### src/rtl/fetch_ctrl_pkg.sv
// Shared types and constants for the instruction fetch controller.
package fetch_ctrl_pkg;

    localparam int unsigned XLEN = 32;

    localparam logic [XLEN-1:0] DEF_RESET_VECTOR = 32'hBFC0_0000;
    localparam logic [XLEN-1:0] DEF_HALT_ADDR    = 32'h0000_0000;

    typedef enum logic [1:0] {
        FETCH_IDLE,
        FETCH,
        ISSUE,
        HALT
    } fetch_state_t;

    // Sequential successor, or the saved target once its delay slot is accepted.
    function automatic logic [XLEN-1:0] next_pc(input logic [XLEN-1:0] pc,
                                                input logic            pend,
                                                input logic [XLEN-1:0] pend_target);
        return pend ? pend_target : pc + XLEN'(4);
    endfunction

endpackage

### src/rtl/fetch_ctrl.sv
// PC sequencing, instruction-memory read handshake and delayed-branch handling
// for the multi-cycle MIPS core; presents one instruction at a time to decode.
module fetch_ctrl
    import fetch_ctrl_pkg::*;
#(
    parameter logic [XLEN-1:0] RESET_VECTOR = DEF_RESET_VECTOR,
    parameter logic [XLEN-1:0] HALT_ADDR    = DEF_HALT_ADDR
) (
    input  logic            clk,
    input  logic            reset,
    output logic [XLEN-1:0] imem_address,
    output logic            imem_read,
    input  logic            imem_waitrequest,
    input  logic [XLEN-1:0] imem_readdata,
    output logic [XLEN-1:0] instr,
    output logic [XLEN-1:0] instr_pc,
    output logic            instr_valid,
    input  logic            instr_ready,
    input  logic            branch_valid,
    input  logic [XLEN-1:0] branch_target,
    output logic            active,
    output logic            fault
);

    fetch_state_t    state_q, state_d;
    logic [XLEN-1:0] pc_q, pc_d;
    logic [XLEN-1:0] instr_q, instr_d;
    logic [XLEN-1:0] instr_pc_q, instr_pc_d;
    logic            instr_valid_q, instr_valid_d;
    logic            pend_q, pend_d;
    logic [XLEN-1:0] pend_target_q, pend_target_d;
    logic            fault_q, fault_d;

    always_ff @(posedge clk or posedge reset) begin
        if (reset) begin
            state_q       <= FETCH_IDLE;
            pc_q          <= RESET_VECTOR;
            instr_q       <= '0;
            instr_pc_q    <= '0;
            instr_valid_q <= 1'b0;
            pend_q        <= 1'b0;
            pend_target_q <= '0;
            fault_q       <= 1'b0;
        end else begin
            state_q       <= state_d;
            pc_q          <= pc_d;
            instr_q       <= instr_d;
            instr_pc_q    <= instr_pc_d;
            instr_valid_q <= instr_valid_d;
            pend_q        <= pend_d;
            pend_target_q <= pend_target_d;
            fault_q       <= fault_d;
        end
    end

    always_comb begin
        state_d       = state_q;
        pc_d          = pc_q;
        instr_d       = instr_q;
        instr_pc_d    = instr_pc_q;
        instr_valid_d = instr_valid_q;
        pend_d        = pend_q;
        pend_target_d = pend_target_q;
        fault_d       = fault_q;

        case (state_q)
            FETCH_IDLE: begin
                state_d = FETCH;
            end
            FETCH: begin
                if (!imem_waitrequest) begin
                    instr_d       = imem_readdata;
                    instr_pc_d    = pc_q;
                    instr_valid_d = 1'b1;
                    state_d       = ISSUE;
                end
            end
            ISSUE: begin
                if (instr_valid_q && instr_ready) begin
                    instr_valid_d = 1'b0;
                    pc_d          = next_pc(pc_q, pend_q, pend_target_q);
                    if (pend_q) begin
                        // Delay slot accepted: the saved target takes effect now.
                        pend_d = 1'b0;
                        if (pend_target_q == HALT_ADDR) begin
                            state_d = HALT;
                        end else if (pend_target_q[1:0] != 2'b00) begin
                            fault_d = 1'b1;
                            state_d = HALT;
                        end else begin
                            state_d = FETCH;
                        end
                    end else begin
                        state_d = FETCH;
                        if (branch_valid) begin
                            pend_d        = 1'b1;
                            pend_target_d = branch_target;
                        end
                    end
                end
            end
            HALT: begin
                instr_valid_d = 1'b0;
            end
            default: begin
                state_d = FETCH_IDLE;
            end
        endcase
    end

    assign imem_address = pc_q;
    assign imem_read    = (state_q == FETCH);
    assign instr        = instr_q;
    assign instr_pc     = instr_pc_q;
    assign instr_valid  = instr_valid_q;
    assign fault        = fault_q;
    // Gated by reset so the core reads inactive while reset is held.
    assign active       = ~reset & (state_q != HALT);

endmodule

### config.mk
export PLATFORM = sky130hd
export DESIGN_NAME = fetch_ctrl
export DESIGN_NICKNAME = d
export VERILOG_FILES = /design/src/rtl/fetch_ctrl_pkg.sv /design/src/rtl/fetch_ctrl.sv
export SDC_FILE = /design/constraint.sdc
export NUM_CORES = 1
export LEC_CHECK = 0
export ABC_AREA = 1
export CAP_MARGIN = 20
export CORE_ASPECT_RATIO = 0.5
export CORE_MARGIN = 4
export CORE_UTILIZATION = 52
export CTS_CLUSTER_DIAMETER = 40
export CTS_CLUSTER_SIZE = 25
export DETAILED_ROUTE_END_ITERATION = 12
export GPL_TIMING_DRIVEN = 1
export PLACE_DENSITY_LB_ADDON = 0.08
export SYNTH_ARGS = -nofsm -noshare
export SYNTH_HDL_FRONTEND = slang
export SYNTH_SLANG_ARGS = --single-unit
### constraint.sdc
create_clock -name clk -period 10.75 [get_ports clk]
set_input_delay 2.15 -clock clk [delete_from_list [all_inputs] [get_ports clk]]
set_output_delay 2.15 -clock clk [all_outputs]
set_load 0.005 [all_outputs]
==> flow_metrics.tcl <==
set metrics [dict create \
    critPathMostFrequentCell "clkdlybuf4s50_1" \
    crit_slowest_cell "clkdlybuf4s50_1" \
    max-cap-violations 0 \
    synth_common_cells "169 x nand2_1, 124 x dfrtp_1, 85 x nor2_1" \
    leakage_nw 4.00 \
    via_per_inst 5.25 \
    dp_hpwl_um 12800 \
    worst_pin_slew_ns 0.728 \
    synth_most_common_cell "nand2_1" \
    min_to "instr_pc[27]$_DFFE_PP0P_" \
    ctsHoldBuffers 0 \
    yosysWarnings 0 \
    required_ns 8.60 \
    r2r_slack_ns 7.72 \
    final_nets 945 \
    grt_pass1_wl_um 28600 \
    finalPower_mw 2.52 \
    syn_inst 704 \
    diodes 0 \
    cts_tree "yes" \
    status "completed" \
    drt_iter0_markers 375 \
    drt-total-wl_um 17900 \
    num-fill-cells 903 \
    reg2reg_from "state_q[0]$_DFFE_PP0P_" \
    cpPeakStageDelay_ns 0.50 \
    first_global_vias 5430 \
    path_max_fanout 2 \
    worstSetupPathType "primary input to output port" \
    final_layout_size_suffix_gt1_share_pct 12.3 \
    maxSlewViolCount 0 \
    first_pass_iters 9 \
    clock_tree.buffer_depth 2 \
    final.setup_skew_ns 0.00720 \
    syn-num-nets 779 \
    crit_arrival_ns 3.21 \
    synth_edf_count 0 \
    end_kind "output port" \
    io_pins 169 \
    hold_depth 2 \
    portBuffers 168 \
    wl_per_cell_um 17.1 \
    antenna_found_initial 0 \
    synth_cell_types 33 \
    gp_congestion 0.984 \
    clk_latency_ns 0.41 \
    hp-class "flop to flop" \
    synth-main-ff-cell "dfrtp_1" \
    ys_seq_area_share_pct 53.2 \
    synth_area_um2 6270 \
    final_core_util_pct 74.3 \
    syn_area_per_cell_um2 8.91 \
    power.density_nw_per_um2 287 \
    fin_hold_ws_ns 0.482 \
    yosysTopAreaCell "dfrtp_1" \
    cts_buffers 17 \
    rsz0062_at_grt "false" \
    root_buffer "clkbuf_16" \
    post_cts_buffers 0 \
    cts_num_sinks 133 \
    reg2reg_depth 8 \
    setup_viol 0 \
    r2r_end "pend_target_q[0]$_DFFE_PP0P_" \
    die_h_um 85.7 \
    startpoint_type "primary input" \
    grt_usage_pct 26.3 \
    fp.dieArea_um2 14000 \
    hold_start "instr_pc[27]$_DFFE_PP0P_" \
    path_cells "clkdlybuf4s50_1 > nor2_1 > clkdlybuf4s50_1" \
    start_util_pct 53.1 \
    synth.area.top_cells "dfrtp_1 49%, nand2_1 10%, mux2_2 6.1%" \
    hold_viol 0 \
    cts.reportedPaths.clkPinSlew_ns 0.05 \
    totalNegativeSetupSlack_ns 0 \
    rows 28 \
    h-tree-depth 4 \
    grt_overflow 0 \
    ant_nets 0 \
    slew_headroom_pct 51.3 \
    grt_start_max_net_pins 79 \
    synthArstFlopShare_pct 100 \
    max_freq_mhz 186 \
    vias 5497 \
    route.detailed.drc 0 \
    ir_drop_mv 0.157 \
    syn_to_final_growth_pct 39.9 \
    post_cts_resized 0 \
    dieWidth_um 163 \
    min_period_ns 5.36 \
    synth_top_area_share_pct 49.5 \
    ys_ff_latch 133 \
    period_share_pct 49.9 \
    core_um2 11800 \
]
worst max path at each step:
stage | start | to | slack (ns) | cells after the start
finish | reset | active | 5.39 | 3
global route | reset | active | 5.31 | 3
CTS | reset | active | 5.38 | 3
detailed placement | reset | active | 5.39 | 3
global placement | reset | active | 5.37 | 3
floorplan | reset | fault$_DFFE_PP0P_ | 5.06 | 1
report_power, final:
part | leakage (nW) | internal [mW] | total (mW) | switching (mW)
Combinational | 2.12 | 0.524 | 0.945 | 0.421
Clock | 0.325 | 0.442 | 0.659 | 0.217
Sequential | 1.55 | 0.727 | 0.915 | 0.188
Total | 4.00 | 1.69 | 2.52 | 0.826
sequential cells by signal, summed over array words and instances, names as in the netlist:
register,flops
imem_address,32
instr_valid,1
instr_pc,32
pend_q,1
state_q,2
pend_target_q,32
fault,1
instr,32
critical path, delay by kind of cell:
| kind | cells | cell delay [ns] |
|---|---|---|
| buffers and inverters | 2 | 0.96 |
| and+or+nand+nor | 1 | 0.11 |
per-layer routing:
layer | routed length, um | up-vias | global-route usage (%) | part of all wire [%]
li1 | - | 2604 | - | -
met2 | 7800 | 262 | 39.6 | 44
met4 | 166 | 0 | 6.85 | 0.93
met1 | 8330 | 2614 | 38.6 | 47
met3 | 1580 | 17 | 6.53 | 8.8
met5 | 0 | - | 0 | 0
area by class of cell:
cell class	instances	area, um2	share of cell area (%)
clock buffers	20	447	5.09
clock inverters	12	224	2.55
inverters	76	288	3.28
multi-input cells	470	2540	28.9
flip-flops and latches	133	3340	38.1
well taps	165	206	2.35
repair buffers	172	1730	19.7
stage by stage:
stage	instance area [um2]	std cells	worst slack, ns
after floorplan	6270	704	5.06
after global placement	8080	1015	5.37
after detailed placement	8080	1015	5.39
after CTS	8750	1047	5.38
after global routing	8770	1048	5.31
final	8770	1048	5.39
cells by family after synthesis:
group | synth area share [%]
and+or+nand+nor | 19.5
DFF | 53.2
adders and majority gates | 1.20
buffers and inverters | 6.42
xor gates and xnor gates | 0.140
muxes | 9.33
AOI/OAI and AO/OA | 10.2
cells in the final DEF (no fill, tap or decap), drive strengths merged:
| cell type | n |
|---|---|
| o22ai | 2 |
| o211ai | 2 |
| dfrtp | 124 |
| clkinv | 3 |
| o221ai | 3 |
| nand4 | 3 |
| clkinvlp | 1 |
| a211oi | 1 |
| clkdlybuf4s50 | 168 |
| o21bai | 1 |
| bufinv | 6 |
| nor2 | 89 |
| nand3 | 35 |
| nor3 | 1 |
| mux2 | 48 |
| o21ai | 76 |
| clkbuf | 20 |
| buf | 4 |
| xor2 | 1 |
| nor3b | 1 |
| o31ai | 3 |
| a21oi | 27 |
| inv | 78 |
| dfstp | 9 |
| ha | 6 |
| nand2 | 170 |
| or2 | 1 |
No activity file was read; power rests on OpenSTA's default activity.
